[config.mk]
export PLATFORM = sky130hd
export DESIGN_NAME = mult_scheduler_flat
export DESIGN_NICKNAME = d
export VERILOG_FILES = /design/src/rtl/mult_scheduler_pkg.sv /design/src/rtl/mult_scheduler_if.sv /design/src/rtl/mult_scheduler_rr_arb2.sv /design/src/rtl/mult_scheduler.sv /design/src/flat_wrapper.sv
export SDC_FILE = /design/constraint.sdc
export NUM_CORES = 1
export LEC_CHECK = 0
export CAP_MARGIN = 10
export CORE_AREA = 2 2 128 130
export CTS_CLUSTER_SIZE = 25
export DETAILED_ROUTE_END_ITERATION = 10
export DIE_AREA = 0 0 130 132
export GPL_ROUTABILITY_DRIVEN = 0
export HOLD_SLACK_MARGIN = 0.15
export PLACE_DENSITY = 0.76
export SETUP_SLACK_MARGIN = 0.4
export SLEW_MARGIN = 20
export SYNTH_ARGS = -nofsm -noshare
export SYNTH_HDL_FRONTEND = slang
export SYNTH_SLANG_ARGS = --single-unit
export TNS_END_PERCENT = 50
[constraint.sdc]
create_clock -name clk -period 2.3 [get_ports clk]
set_input_delay 0.46 -clock clk [delete_from_list [all_inputs] [get_ports clk]]
set_output_delay 0.46 -clock clk [all_outputs]
set_load 0.02 [all_outputs]
[src/rtl/mult_scheduler_pkg.sv]
// Shared types and constants for the multiplier scheduler.
package mult_sched_pkg;

  typedef enum logic [1:0] {
    IDLE  = 2'd0,
    ISSUE = 2'd1,
    WAIT  = 2'd2,
    RESP  = 2'd3
  } state_t;

  localparam logic ID_PIPE = 1'b0;  // integer pipeline EX stage
  localparam logic ID_AUX  = 1'b1;  // secondary issue path

  localparam int unsigned DEFAULT_TIMEOUT = 16;

endpackage

[src/rtl/mult_scheduler_if.sv]
// Requester, multiplier and response signals of the multiplier scheduler.
// slave: scheduler side; master: requesters / multiplier / response sink side.
interface mult_scheduler_if #(
  parameter int unsigned W = 32
);
  logic           req0;
  logic [W-1:0]   a0;
  logic [W-1:0]   b0;
  logic           sgn0;
  logic           req1;
  logic [W-1:0]   a1;
  logic [W-1:0]   b1;
  logic           sgn1;
  logic           gnt0;
  logic           gnt1;
  logic           busy;
  logic           mul_start;
  logic [W-1:0]   mul_a;
  logic [W-1:0]   mul_b;
  logic           mul_done;
  logic [2*W-1:0] mul_result;
  logic           rsp_valid;
  logic           rsp_id;
  logic [2*W-1:0] rsp_result;
  logic           rsp_err;

  modport slave (
    input  req0, a0, b0, sgn0, req1, a1, b1, sgn1, mul_done, mul_result,
    output gnt0, gnt1, busy, mul_start, mul_a, mul_b,
           rsp_valid, rsp_id, rsp_result, rsp_err
  );

  modport master (
    output req0, a0, b0, sgn0, req1, a1, b1, sgn1, mul_done, mul_result,
    input  gnt0, gnt1, busy, mul_start, mul_a, mul_b,
           rsp_valid, rsp_id, rsp_result, rsp_err
  );
endinterface

[src/rtl/mult_scheduler_rr_arb2.sv]
// Two-way combinational round-robin picker: a lone requester always wins,
// on a tie the requester that was not granted last wins.
module rr_arb2
  import mult_sched_pkg::*;
(
  input  logic req0,
  input  logic req1,
  input  logic last_grant,
  output logic valid,
  output logic id
);

  // Winner selection
  always_comb begin
    valid = req0 | req1;
    id    = ID_PIPE;
    if (req0 && req1) begin
      id = ~last_grant;
    end else if (req1) begin
      id = ID_AUX;
    end
  end

endmodule

[src/rtl/mult_scheduler.sv]
// Arbitration and sequencing controller for the shared W x W -> 2W
// multi-cycle multiplier, with a WAIT-state watchdog.
// Optional signed support: define MULT_SCHED_SIGNED_EN.
module mult_scheduler
  import mult_sched_pkg::*;
#(
  parameter int unsigned TIMEOUT = DEFAULT_TIMEOUT,  // 1..255
  parameter int unsigned W       = 32
) (
  input  logic             clk,
  input  logic             reset,
  mult_scheduler_if.slave  bus
);

  localparam logic [7:0] TIMER_LAST = 8'(TIMEOUT - 1);

  state_t         state_q, state_d;
  logic           last_grant_q;
  logic [7:0]     timer_q;
  logic [W-1:0]   op_a_q, op_b_q;
  logic           id_q;
  logic [2*W-1:0] rsp_result_q;
  logic           rsp_id_q;
  logic           rsp_err_q;

  logic           arb_valid, arb_id;
  logic [W-1:0]   sel_a, sel_b, mag_a, mag_b;
  logic [2*W-1:0] prod;
  logic           timeout_hit;

  logic           gnt0_c, gnt1_c, busy_c, start_c, rsp_valid_c;

`ifdef MULT_SCHED_SIGNED_EN
  logic           sel_sgn;
  logic           neg_d, neg_q;
`endif

  rr_arb2 u_arb (
    .req0       (bus.req0),
    .req1       (bus.req1),
    .last_grant (last_grant_q),
    .valid      (arb_valid),
    .id         (arb_id)
  );

  // Operands of the requester about to be granted (magnitudes in signed mode)
  always_comb begin
    sel_a = bus.a0;
    sel_b = bus.b0;
    if (arb_id == ID_AUX) begin
      sel_a = bus.a1;
      sel_b = bus.b1;
    end
`ifdef MULT_SCHED_SIGNED_EN
    sel_sgn = (arb_id == ID_AUX) ? bus.sgn1 : bus.sgn0;
    // The most negative value negates to itself, which read unsigned is its magnitude
    mag_a   = (sel_sgn && sel_a[W-1]) ? -sel_a : sel_a;
    mag_b   = (sel_sgn && sel_b[W-1]) ? -sel_b : sel_b;
    neg_d   = sel_sgn && (sel_a[W-1] ^ sel_b[W-1]);
`else
    mag_a = sel_a;
    mag_b = sel_b;
`endif
  end

`ifdef MULT_SCHED_SIGNED_EN
  // Negating a zero product yields zero, so no separate nonzero test is needed
  assign prod = neg_q ? -bus.mul_result : bus.mul_result;
`else
  assign prod = bus.mul_result;
`endif

  assign timeout_hit = (timer_q == TIMER_LAST);

  // FSM state register
  always_ff @(posedge clk) begin
    if (reset) state_q <= IDLE;
    else       state_q <= state_d;
  end

  // Next state and state-decoded outputs
  always_comb begin
    state_d     = state_q;
    gnt0_c      = 1'b0;
    gnt1_c      = 1'b0;
    start_c     = 1'b0;
    rsp_valid_c = 1'b0;
    busy_c      = (state_q != IDLE);
    unique case (state_q)
      IDLE:  if (arb_valid) state_d = ISSUE;
      ISSUE: begin
        gnt0_c  = (id_q == ID_PIPE);
        gnt1_c  = (id_q == ID_AUX);
        start_c = 1'b1;
        state_d = WAIT;
      end
      WAIT:  if (bus.mul_done || timeout_hit) state_d = RESP;
      RESP: begin
        rsp_valid_c = 1'b1;
        state_d     = IDLE;
      end
      default: state_d = IDLE;
    endcase
  end

  // Operand latches, round-robin history, watchdog timer and response registers
  always_ff @(posedge clk) begin
    if (reset) begin
      last_grant_q <= ID_AUX;
      timer_q      <= '0;
      op_a_q       <= '0;
      op_b_q       <= '0;
      id_q         <= ID_PIPE;
      rsp_result_q <= '0;
      rsp_id_q     <= 1'b0;
      rsp_err_q    <= 1'b0;
`ifdef MULT_SCHED_SIGNED_EN
      neg_q        <= 1'b0;
`endif
    end else begin
      unique case (state_q)
        IDLE: if (arb_valid) begin
          op_a_q    <= mag_a;
          op_b_q    <= mag_b;
          id_q      <= arb_id;
          rsp_err_q <= 1'b0;
`ifdef MULT_SCHED_SIGNED_EN
          neg_q     <= neg_d;
`endif
        end
        ISSUE: begin
          last_grant_q <= id_q;
          timer_q      <= '0;
        end
        WAIT: begin
          timer_q <= timer_q + 8'd1;
          // done takes priority over a coincident timeout
          if (bus.mul_done) begin
            rsp_result_q <= prod;
            rsp_id_q     <= id_q;
            rsp_err_q    <= 1'b0;
          end else if (timeout_hit) begin
            rsp_result_q <= '0;
            rsp_id_q     <= id_q;
            rsp_err_q    <= 1'b1;
          end
        end
        default: ;
      endcase
    end
  end

  assign bus.gnt0       = gnt0_c;
  assign bus.gnt1       = gnt1_c;
  assign bus.busy       = busy_c;
  assign bus.mul_start  = start_c;
  assign bus.mul_a      = op_a_q;
  assign bus.mul_b      = op_b_q;
  assign bus.rsp_valid  = rsp_valid_c;
  assign bus.rsp_id     = rsp_id_q;
  assign bus.rsp_result = rsp_result_q;
  assign bus.rsp_err    = rsp_err_q;

endmodule

[src/flat_wrapper.sv]
// flat-port wrapper written by rule: the top's interface ports become plain ports
module mult_scheduler_flat import mult_sched_pkg::*;
#(
  parameter int unsigned TIMEOUT = DEFAULT_TIMEOUT,           
  parameter int unsigned W       = 32
)
  (clk, reset, bus_req0, bus_a0, bus_b0, bus_sgn0, bus_req1, bus_a1, bus_b1, bus_sgn1, bus_mul_done, bus_mul_result, bus_gnt0, bus_gnt1, bus_busy, bus_mul_start, bus_mul_a, bus_mul_b, bus_rsp_valid, bus_rsp_id, bus_rsp_result, bus_rsp_err);
  mult_scheduler_if #(.W(W)) bus_i ();
  input  logic clk;
  input  logic reset;
  input wire logic [$bits(bus_i.req0)-1:0] bus_req0;
  input wire logic [$bits(bus_i.a0)-1:0] bus_a0;
  input wire logic [$bits(bus_i.b0)-1:0] bus_b0;
  input wire logic [$bits(bus_i.sgn0)-1:0] bus_sgn0;
  input wire logic [$bits(bus_i.req1)-1:0] bus_req1;
  input wire logic [$bits(bus_i.a1)-1:0] bus_a1;
  input wire logic [$bits(bus_i.b1)-1:0] bus_b1;
  input wire logic [$bits(bus_i.sgn1)-1:0] bus_sgn1;
  input wire logic [$bits(bus_i.mul_done)-1:0] bus_mul_done;
  input wire logic [$bits(bus_i.mul_result)-1:0] bus_mul_result;
  output wire logic [$bits(bus_i.gnt0)-1:0] bus_gnt0;
  output wire logic [$bits(bus_i.gnt1)-1:0] bus_gnt1;
  output wire logic [$bits(bus_i.busy)-1:0] bus_busy;
  output wire logic [$bits(bus_i.mul_start)-1:0] bus_mul_start;
  output wire logic [$bits(bus_i.mul_a)-1:0] bus_mul_a;
  output wire logic [$bits(bus_i.mul_b)-1:0] bus_mul_b;
  output wire logic [$bits(bus_i.rsp_valid)-1:0] bus_rsp_valid;
  output wire logic [$bits(bus_i.rsp_id)-1:0] bus_rsp_id;
  output wire logic [$bits(bus_i.rsp_result)-1:0] bus_rsp_result;
  output wire logic [$bits(bus_i.rsp_err)-1:0] bus_rsp_err;
  assign bus_i.req0 = bus_req0;
  assign bus_i.a0 = bus_a0;
  assign bus_i.b0 = bus_b0;
  assign bus_i.sgn0 = bus_sgn0;
  assign bus_i.req1 = bus_req1;
  assign bus_i.a1 = bus_a1;
  assign bus_i.b1 = bus_b1;
  assign bus_i.sgn1 = bus_sgn1;
  assign bus_i.mul_done = bus_mul_done;
  assign bus_i.mul_result = bus_mul_result;
  assign bus_gnt0 = bus_i.gnt0;
  assign bus_gnt1 = bus_i.gnt1;
  assign bus_busy = bus_i.busy;
  assign bus_mul_start = bus_i.mul_start;
  assign bus_mul_a = bus_i.mul_a;
  assign bus_mul_b = bus_i.mul_b;
  assign bus_rsp_valid = bus_i.rsp_valid;
  assign bus_rsp_id = bus_i.rsp_id;
  assign bus_rsp_result = bus_i.rsp_result;
  assign bus_rsp_err = bus_i.rsp_err;
  mult_scheduler #(.TIMEOUT(TIMEOUT), .W(W)) u_core (.clk(clk), .reset(reset), .bus(bus_i));
endmodule
; After elaboration in Yosys (flattened, before gate mapping)
; Index checks and enable logic that the tools add are counted.
; W data, S select, Z words.
[totals]
inputBits = 199
out_inout_bits = 135
elab_cells = 51
register_bits = 142
[classes]
n_reduce_logical = 11
n_eq_ne = 7
muxes = 20
n_addsub = 1
bitwise = 3
[op_table]
columns = cell, n
row1 = $mux W64, 2
row2 = $mux W32, 2
row3 = $pmux W8 S2, 1
row4 = $mux W1, 11
row5 = $add A8 B1 Y8 const B, 1
row6 = $eq A8 B4 Y1 const B, 1
row7 = $pmux W2 S4, 1
row8 = $reduce_bool A2 Y1, 4
row9 = $reduce_and A2 Y1, 3
row10 = $eq A2 B2 Y1 const B, 2
row11 = $mux W2, 2
row12 = $ne A2 B1 Y1 const B, 2
row13 = $ne A3 B2 Y1 const B, 1
row14 = $reduce_and A3 Y1, 1
row15 = $eq A2 B1 Y1 const B, 1
row16 = $logic_not A2 Y1, 1
row17 = $not A1 Y1, 2
row18 = $pmux W1 S2, 1
row19 = $logic_and A1 B1 Y1, 1
row20 = $logic_or A1 B1 Y1, 1
row21 = $or A1 B1 Y1, 1

; Depth between registers and ports, before layout
; Gate-level depths: netlist (run 1).
[logic_depth]
word_depth = 4
depth_mapped = 7
ltp_nobuf = 5

; Cells and area by module
; From an unflattened synthesis (run 1), not the netlist that was laid out.
[unflattened]
cells_unflattened = 515
area_unflattened_um2 = 5530.3
[by_module_without_submodules]
columns = module, seq_area_each_um2, area_per_inst_um2, cells_per_inst, n_inst
row1 = mult_scheduler, 2842.7, 5516.5, 513, 1
row2 = rr_arb2, 0.0, 13.8, 2, 1

; Worst setup path before layout (run 1)
; No wires, ideal clock.
[synth_timing]
kind = flip-flop to flip-flop
startpoint = reg u_core.state_q[0]
endpoint = reg u_core.timer_q[7]
setup_time_ns = 0.070
n_path_buf = 1
period_less_slack_ns = 1.731
slack_ns = 0.569
arrival_time_ns = 1.661
path_stages_with_launch = 7
required_ns = 2.230
cell_sequence = dfxtp_1 > inv_1 > ha_1 > buf_2 > nand4_1 > or4_1 > a21oi_1
[synth_via]
elab_chain_len = 2
word_cells_on_any_way = 4
classes_between = 2 x eq/ne / 1 x mux / 1 x reduce/logical
[synth_lines]
columns = element, line
row1 = "start, declared", mult_scheduler.sv:17  ; state_t state_q, state_d;
row2 = "start signal, assigned", mult_scheduler.sv:78  ; else state_q <= state_d;
row3 = $eq A2 B2 Y1 / $eq A2 B1 Y1 (equally long branches), mult_scheduler.sv:121  ; unique case (state_q)
row4 = $pmux W8 S2 / $reduce_bool A2 Y1 (equally long branches), -
row5 = "end signal, assigned", mult_scheduler.sv:136  ; timer_q <= timer_q + 8'd1;
row6 = "end, declared", mult_scheduler.sv:19  ; logic [7:0] timer_q;
; Several ways; a longest one is shown, not always the timed one.
; A chain may end at the register's enable or synchronous reset.

; Worst setup path in the final report (run 1)
[layout_timing]
startpoint = reg u_core.op_a_q[5] (netlist: u_core.bus.mul_a[5])
endpoint = out bus_mul_a[5]
[layout_rtl]
columns = element, line
row1 = "start, declared", mult_scheduler.sv:20  ; logic [W-1:0] op_a_q, op_b_q;
row2 = "start signal, assigned", mult_scheduler.sv:123  ; op_a_q <= mag_a;
row3 = "end, declared", flat_wrapper.sv:25  ; output wire logic [$bits(bus_i.mul_a)-1:0] bus_mul_a;
; No word-level cell between the ends.

==> results of run 1 <==
-- logic make-up after synthesis --
logic type | Yosys count | share of synthesized area
XOR/XNOR | 4 | 0.00645
buffers and inverters | 50 | 0.0493
adder cells (fa/ha/maj) | 6 | 0.0138
AO/OA/AOI/OAI | 212 | 0.249
flip-flops | 142 | 0.523
multiplexers | 66 | 0.122
AND/OR/NAND/NOR | 35 | 0.0375
-- what timing repair did --
action	CTS	global route
endpoints found under the setup margin	8	80
hold buffers	0	0
gates resized for setup	15	15
-- routing by layer --
layer	GRT usage	vias up	routed length [µm]
met5	0	-	0
met4	0.0920	0	480
met3	0.0779	30	1760
met2	0.332	249	8310
met1	0.210	2391	6610
li1	-	2566	-
-- where the power goes --
part | internal, µW | leakage, µW | total (µW) | switching, µW
clock network | 1700 | 0.000288 | 2790 | 1090
registers | 3020 | 0.00116 | 3320 | 292
logic | 1910 | 0.00224 | 3910 | 2000
-- state kept, by name, indices dropped and copies added (netlist names) --
name / count
u_core.last_grant_q: 1
u_core.id_q: 1
u_core.bus.mul_b: 32
u_core.timer_q: 8
u_core.bus.rsp_id: 1
u_core.bus.rsp_result: 64
u_core.state_q: 2
u_core.bus.mul_a: 32
u_core.bus.rsp_err: 1
-- final timing paths --
path / start / to / slack, ns / cells after the start
hold / removal: u_core.bus.rsp_id$_SDFFE_PP0P_ / u_core.bus.rsp_id$_SDFFE_PP0P_ / 0.47 / 2
setup reg to reg: u_core.state_q[0]$_SDFFE_PP0P_ / u_core.bus.rsp_result[24]$_SDFFE_PP0P_ / 0.47 / 6
hold reg to reg: u_core.bus.rsp_id$_SDFFE_PP0P_ / u_core.bus.rsp_id$_SDFFE_PP0P_ / 0.47 / 2
setup / recovery: u_core.bus.mul_a[5]$_SDFFE_PP0P_ / bus_mul_a[5] / 0.42 / 1
-- area by class of cell --
| type | count | area [µm²] | share of cell area |
|---|---|---|---|
| sequential | 142 | 2850 | 0.294 |
| inverter | 6 | 22.5 | 0.00232 |
| multi-input combinational | 323 | 2390 | 0.247 |
| tap | 216 | 270 | 0.0279 |
| timing repair buffer | 353 | 3560 | 0.367 |
| clock inverter | 10 | 128 | 0.0132 |
| clock buffer | 22 | 474 | 0.0489 |
-- worst register-to-register path, cell delays in order (launching register included) --
cell and delay (ns):
dfxtp_2 0.35, inv_1 0.20, ha_4 0.21, nor4b_4 0.28
a211oi_4 0.11, clkbuf_16 0.25, a22o_2 0.33
-- metrics by stage --
step | total power [µW] | hold WS, ns | setup slack [ns] | instance area (µm²) | utilization
final | 10000 | 0.469 | 0.422 | 9700 | 0.617
after global routing | 10500 | 0.481 | 0.371 | 9700 | 0.617
after CTS | 10000 | 0.467 | 0.251 | 9640 | 0.614
after detailed placement | 7220 | 0.458 | 0.197 | 9050 | 0.576
after global placement | 7180 | 0.448 | 0.199 | 9050 | 0.576
after floorplan | 5300 | 0.436 | 0.569 | 5440 | -
-- placed cells by master (no fill, tap or decap), drive strengths merged, types with 6 or more instances in the layout --
cell           Yosys  routed
clkdlybuf4s50      0     326
dfxtp            142     142
o21ai             68      68
a21oi             68      68
mux2i             66      66
a22o              64      64
buf               16      24
clkbuf            28      23
inv                6       9
nor2               7       7
nand2              6       6
ha                 6       6
==> metrics.txt, run 1 <==
initial antenna violation count 0; vias in the first global route between 5000 and 6000; maxcap violations 0; placed cells 1040; Final min period 1.88 ns; Main synth FF type dfxtp_1; slew margin rel. 0.597; CTS HTree Levels 4; CTS Buf Count 17; Worst-Margin Slew around 0.60 ns; Crit Path Max Fanout 2; crit share post-route 0.816; Cell Pwr Density 1030 nW/µm²; Die Area roughly 17000 µm²; Crit Path Category register to output pin; post-synth top area share 0.523; share of layout cells above drive strength 1 0.0841; Post-synth EDFFs 0; final non-filler cell total around 1100; global-route wire length before repair roughly 26000 µm; fmax between 0.5 and 0.6 GHz; CTS tree yes; largest area contributor in the netlist dfxtp_1; chip width between 100 and 150 µm; Async SR Flop Fraction 0; Ports 334; Post-synth top cells dfxtp_1, a21oi_1, o21ai_0, mux2i_1, a22o_1; register area share after synthesis 0.523; final number of setup-violating endpoints 0; CP endpoint kind output pin; final wirelength between 15000 and 20000 µm; slowest CP cell clkdlybuf4s50_1; WL per Instance between 15 and 20 µm; critical-path cell list clkdlybuf4s50_1; Final Max Slew Viols 0; grt total ovfl 0; drt via density just under 5; drt initial violations 140; Die Span Y 132 µm; worst skew pair latency ~0.42 ns; Worst EP arrival roughly 1.4 ns; first-pass detailed-route iteration total 4; setup bufs post-CTS 0; core area approximately 16000 µm²; cell family with most CP delay buffers and inverters; DP HPWL about 13000 µm; port bufs between 300 and 400; Mapped Cells between 500 and 600; Setup Skew 0.0108 ns; Worst IR Drop VDD 0.573 mV; top cells by area, synth dfxtp_1, mux2i_1, a22o_1, a21oi_1, o21ai_0; FP Rows 46; RSZ-0062 raised after global routing yes; Post-Syn Nets 720; Seq cells post-synth between 100 and 150; largest net degree at the start of global routing 69; Starting Density 0.346; CP bufs+invs 1; Avg Cell Area, Syn around 11 µm²; Required @ worst endpoint around 1.8 ns; YS warnings 0; Nets around 1000; Cell variety after synth 40; maximum clock path buffer count 2; HP Class register to register; most common cell in the netlist dfxtp_1; clock transition at the registers of the reported paths 0.06 ns; CP max stage delay 0.63 ns; P_leak 0.00369 µW; status finished clean; CTS Root Cell clkbuf_16; Total GRT Usage 0.195; DRC Markers 0; Synth-to-Final Area Change 78.3%; vias post-DR around 5200; ant diodes 0; Fill cells 1338; Setup TNS Final 0 ns; startpoint types register; Fin. Hold Viols 0; Final ANT Viol Nets 0; post-synthesis cell area about 5400 µm²; CTS Sinks about 140
Note: power is estimated with default switching activity, not from simulation.
==> run 2, diff against run 1 <==
--- a/config.mk
+++ b/config.mk
@@ -6,13 +6,13 @@
 export NUM_CORES = 1
 export LEC_CHECK = 0
 export CAP_MARGIN = 10
-export CORE_AREA = 2 2 128 130
+export CORE_MARGIN = 2
+export CORE_UTILIZATION = 34
 export CTS_CLUSTER_SIZE = 25
 export DETAILED_ROUTE_END_ITERATION = 10
-export DIE_AREA = 0 0 130 132
 export GPL_ROUTABILITY_DRIVEN = 0
 export HOLD_SLACK_MARGIN = 0.15
-export PLACE_DENSITY = 0.76
+export PLACE_DENSITY = 0.78
 export SETUP_SLACK_MARGIN = 0.4
 export SLEW_MARGIN = 20
 export SYNTH_ARGS = -nofsm -noshare
==> constraint.sdc (replaced) <==
create_clock -name clk -period 1.7 [get_ports clk]
set_input_delay 0.34 -clock clk [delete_from_list [all_inputs] [get_ports clk]]
set_output_delay 0.34 -clock clk [all_outputs]
set_load 0.02 [all_outputs]
==> metrics.txt, run 2 (synthesized netlist as in run 1, its figures left out) <==
Worst EP arrival 1.35 ns; chip width approximately 130 µm; Die Span Y 130 µm; GR peak layer met2; Cell Pwr Density ~1500 nW/µm²; final non-filler cell total 1124; CP max stage delay around 0.36 ns; slew margin rel. 0.722; RSZ-0062 raised after global routing yes; placed cells 1060; Die Area between 15000 and 20000 µm²; final wirelength between 20000 and 25000 µm; largest net degree at the start of global routing 63; most common cell after layout, fill and taps aside clkdlybuf4s50_1; DP Worst Slack -0.203 ns; core area 15800 µm²; maximum clock path buffer count 2; DRC Markers 0; CTS Buf Count 17; clock transition at the registers of the reported paths approximately 0.060 ns; WL per Instance about 18 µm; Final Max Slew Viols 0; Crit Path Category register to output pin; Worst-Margin Slew approximately 0.41 ns; most used cell, CP buf_6; Worst Slack Setup Final just under 0.01 ns; final number of setup-violating endpoints 0; Worst IR Drop VDD around 0.8 mV; CTS Root Cell clkbuf_16; CP endpoint kind output pin; Final ANT Viol Nets 0; Fin. Hold Viols 0; vias post-DR 5581; hold path depth 5; Final min period 1.69 ns; drt initial violations 152; Required @ worst endpoint 1.36 ns; slowest CP cell dfxtp_4; FP Rows 46; cell family with most CP delay flip-flops; Nets between 1000 and 1500; fmax between 0.5 and 0.6 GHz; status finished clean; HP Class primary input to register; first-pass detailed-route iteration total 5; CTS tree yes; Ports between 300 and 400; Crit Path Max Fanout 3; max reg flops between 60 and 70; CTS Sinks between 100 and 150; global-route wire length before repair ~27000 µm; grt total ovfl 0; worst skew pair latency about 0.42 ns; share of layout cells above drive strength 1 0.426; drt via density 4.97; DP HPWL ~13000 µm; M2 GR Usage 0.353; met3 usage 0.0765; CTS HTree Levels 4; maxcap violations 0; Setup Skew about 0.010 ns; hold buffer count at cts 0; WHS around 0.46 ns; crit share post-route 0.994; critical-path cell list buf_6 > ha_4 > and2_4 > buf_6; M1 GR Usage 0.220; most frequent cells in the layout clkdlybuf4s50_1, dfxtp_1, buf_4; R2R cell count 8; Crit path depth 4; vias in the first global route 5126; startpoint types register; P_leak about 0.0044 µW; ant diodes 0; CP bufs+invs 2; Synth-to-Final Area Change 95.3%; port bufs roughly 330; initial antenna violation count 0; Total GRT Usage 0.202; Starting Density 0.345
-- run 2: cell count changes in the layout (fill, tap and decap cells not counted), moves of 19 or more --
cell             before  now
dfxtp_2               1   30
dfxtp_1             140  109
o21ai_0              68    4
clkdlybuf4s50_1     326  194
a21oi_2               0   22
buf_2                 1   58
o21ai_2               0   49
a21oi_1              68   46
buf_4                17  100
buf_6                 0   19
-- run 2: path summary, 6_finish.rpt --
path,start,slack [ns],end
hold reg to reg,u_core.bus.rsp_id$_SDFFE_PP0P_,0.47,u_core.bus.rsp_id$_SDFFE_PP0P_
setup reg to reg,u_core.state_q[0]$_SDFFE_PP0P_,0.01,u_core.bus.rsp_result[3]$_SDFFE_PP0P_
setup / recovery,u_core.state_q[0]$_SDFFE_PP0P_,0.01,bus_gnt1
hold / removal,bus_req1,0.46,u_core.state_q[0]$_SDFFE_PP0P_
-- run 2: worst register-to-register path, stage by stage (launching register included) --
cell       delay [ns]
dfxtp_4          0.38
inv_6            0.04
ha_4             0.15
nor4b_4          0.12
buf_4            0.15
a211oi_4         0.24
buf_12           0.21
clkbuf_16        0.19
a22o_1           0.14
-- run 2: metal layers --
| metal | vias to the layer above | wire length [µm] |
|---|---|---|
| met5 | - | 0 |
| met4 | 0 | 378 |
| met3 | 28 | 1710 |
| met2 | 223 | 10600 |
| met1 | 2644 | 7870 |
| li1 | 2686 | - |
-- run 2: report_power, final --
| group | switching [µW] | leakage [µW] | internal, µW |
|---|---|---|---|
| clock | 1490 | 0.000275 | 2170 |
| sequential | 594 | 0.00117 | 4160 |
| combinational | 3620 | 0.00300 | 3650 |
-- run 2: repair_timing --
action / 4_1_cts / 5_1_grt
setup buffers: 4 / 11
gates resized for setup: 643 / 255
pin swaps: 28 / 49
cloned: 3 / 14
endpoints found under the setup margin: 273 / 210
-- run 2: area by class of cell --
type | instances | area [µm²]
Clock buffer | 20 | 437
Clock inverter | 12 | 138
Fill cell | 1208 | 5150
Inverter | 6 | 37.5
Multi-Input combinational cell | 323 | 2920
Sequential cell | 142 | 2890
Tap cell | 216 | 270
Timing Repair Buffer | 405 | 3930
-- run 2: stage by stage --
stage               instance area (µm²)  total power [µW]  setup TNS [ns]   util
CTS                                9560             13600               0  0.606
global placement                   9270              9900          -11.06  0.588
global route                      10600             16400          -0.496  0.673
floorplan                          5480              7280               0      -
finish                            10600             15700               0  0.673
detailed placement                 9270              9990          -14.40  0.588
==> run 3, diff against run 2 <==
--- a/config.mk
+++ b/config.mk
@@ -12,9 +12,9 @@
 export DETAILED_ROUTE_END_ITERATION = 10
 export GPL_ROUTABILITY_DRIVEN = 0
 export HOLD_SLACK_MARGIN = 0.15
-export PLACE_DENSITY = 0.78
+export PLACE_DENSITY_LB_ADDON = 0.2
 export SETUP_SLACK_MARGIN = 0.4
-export SLEW_MARGIN = 20
+export SLEW_MARGIN = 10
 export SYNTH_ARGS = -nofsm -noshare
 export SYNTH_HDL_FRONTEND = slang
 export SYNTH_SLANG_ARGS = --single-unit
==> metrics.txt, run 3 (synthesized netlist as in run 1, its figures left out) <==
status finished clean; Final ANT Viol Nets 0; most used cell, CP buf_6; worst reg2reg endpoint u_core.bus.rsp_result[57]$_SDFFE_PP0P_; startpoint types register; Worst-Margin Slew between 0.4 and 0.5 ns; RSZ-0062 raised after global routing yes; Crit Path Max Fanout 8; CP max stage delay around 0.35 ns; Crit Path Category register to register; clock transition at the registers of the reported paths ~0.06 ns; HP Class register to register; GR peak layer met2; Fill cells between 1000 and 1500; Starting Density 0.345; drt initial violations 160; Die Span Y ~130 µm; maximum clock path buffer count 2; share of layout cells above drive strength 1 0.504; Core Util, Final 0.718; DP HPWL between 10000 and 15000 µm; Nets 1117; maxcap violations 0; final non-filler cell total 1144; port bufs approximately 330; P_leak roughly 0.0046 µW; Required @ worst endpoint 2.05 ns; vias in the first global route 5510; Finished Cell Area approximately 11000 µm²; R2R cell count 7; Worst Slack Setup Final 0.0592 ns; placed cells 1056; final number of setup-violating endpoints 0; worst skew pair latency 0.42 ns; Final Max Slew Viols 0; Fin. Hold Viols 0; fmax 0.609 GHz; max reg flops 64; M2 GR Usage 0.400; crit path to u_core.bus.rsp_result[57]$_SDFFE_PP0P_; Die Area approximately 17000 µm²; Critical Path Start u_core.state_q[1]$_SDFFE_PP0P_; slowest CP cell dfxtp_4; CTS HTree Levels 4; DP Worst Slack -0.202 ns; DRC Markers 0; final wirelength 23200 µm; Placed Area slightly above 9000 µm²; core area roughly 16000 µm²; RR Startpoint u_core.state_q[1]$_SDFFE_PP0P_; crit share post-route 0.965; M1 GR Usage 0.218; Final min period roughly 1.6 ns; met3 usage 0.0936; reg2reg setup slack a little under 0.06 ns; cell family with most CP delay buffers and inverters; drt via density about 5.1; chip width 130 µm; Worst EP arrival between 1.5 and 2 ns; Worst IR Drop VDD between 0.7 and 0.8 mV; critical-path cell list buf_6 > ha_4 > and2_1 > a211oi_4 > buf_6 > clkbuf_16 > a22o_1; global-route wire length before repair between 20000 and 30000 µm; CTS Root Cell clkbuf_16; Crit path depth 7; FP Rows 46; CTS Sinks about 140; Power, Total about 17000 µW; first-pass detailed-route iteration total 4; grt total ovfl 0; CTS tree yes; vias post-DR 5835; CP bufs+invs 3; most common cell after layout, fill and taps aside clkdlybuf4s50_1; initial antenna violation count 3; slew margin rel. 0.704; WL per Instance just over 20 µm; Ports around 330; Cell Pwr Density around 1500 nW/µm²; Setup Skew between 0.01 and 0.015 ns; CP endpoint kind register; Synth-to-Final Area Change 108%; CTS Buf Count 17; hold buffer count at cts 0; most frequent cells in the layout clkdlybuf4s50_1, buf_4, dfxtp_1; largest net degree at the start of global routing 48; Total GRT Usage 0.218
==> run 3: cell count changes in the layout (fill, tap and decap cells not counted), moves of 11 or more <==
| cell | delta |
|---|---|
| clkbuf_2 | +17 |
| a21oi_1 | -38 |
| buf_2 | -27 |
| mux2i_2 | +14 |
| buf_6 | +11 |
| a21oi_2 | +30 |
| mux2i_1 | -23 |
==> run 3: routing by layer <==
layer  part of all wire  vias to the layer above  routed length (µm)
met5                  0                        -                   0
met4              0.017                        0                 405
met3              0.081                       27                1870
met2               0.54                      243               12400
met1               0.37                     2846                8470
li1                   -                     2719                   -
==> run 3: worst min-delay path by stage <==
stage | start | endpoint | cells past startpoint
2_1_floorplan | u_core.last_grant_q$_SDFFE_PP1N_ | u_core.last_grant_q$_SDFFE_PP1N_ | 1
5_1_grt | u_core.bus.rsp_result[20]$_SDFFE_PP0P_ | u_core.bus.rsp_result[20]$_SDFFE_PP0P_ | 1
3_3_place_gp | u_core.bus.rsp_id$_SDFFE_PP0P_ | u_core.bus.rsp_id$_SDFFE_PP0P_ | 2
6_report | u_core.bus.rsp_id$_SDFFE_PP0P_ | u_core.bus.rsp_id$_SDFFE_PP0P_ | 2
3_5_place_dp | u_core.bus.rsp_id$_SDFFE_PP0P_ | u_core.bus.rsp_id$_SDFFE_PP0P_ | 2
4_1_cts | u_core.bus.rsp_result[41]$_SDFFE_PP0P_ | u_core.bus.rsp_result[41]$_SDFFE_PP0P_ | 1
==> run 3: cell type report <==
class                           count  area, µm²  area share
Antenna cell                        3       7.51    0.000663
Inverter                            6       35.0     0.00309
Clock inverter                     13        113     0.00994
Timing Repair Buffer              420       4240       0.375
Clock buffer                       19        453      0.0400
Multi-Input combinational cell    325       3300       0.292
Sequential cell                   142       2900       0.256
Tap cell                          216        270      0.0239
==> run 3: where the power goes <==
part           switching, µW  total (µW)  internal (µW)
Clock                   1460        3550           2090
Combinational           4220        8700           4470
Sequential               601        4770           4170
==> run 3: worst register-to-register path: stages (launching register included) <==
cell and delay, ns:
dfxtp_4 0.35, buf_6 0.12, ha_4 0.15, and2_1 0.22, a211oi_4 0.22, buf_6 0.20, clkbuf_16 0.17, a22o_1 0.15
==> run 3: per-stage QoR <==
stage	hold slack, ns	TNS [ns]
final	0.477	0
after global placement	0.464	-11.99
after detailed placement	0.460	-15.93
after global routing	0.499	-0.121
after floorplan	0.436	0
after CTS	0.481	0
==> run 3: what timing repair did <==
action	in CTS	in global routing
setup buffers	8	17
pin swaps	2	43
cloned	6	22
endpoints found under the setup margin	270	249
resized for setup	390	594
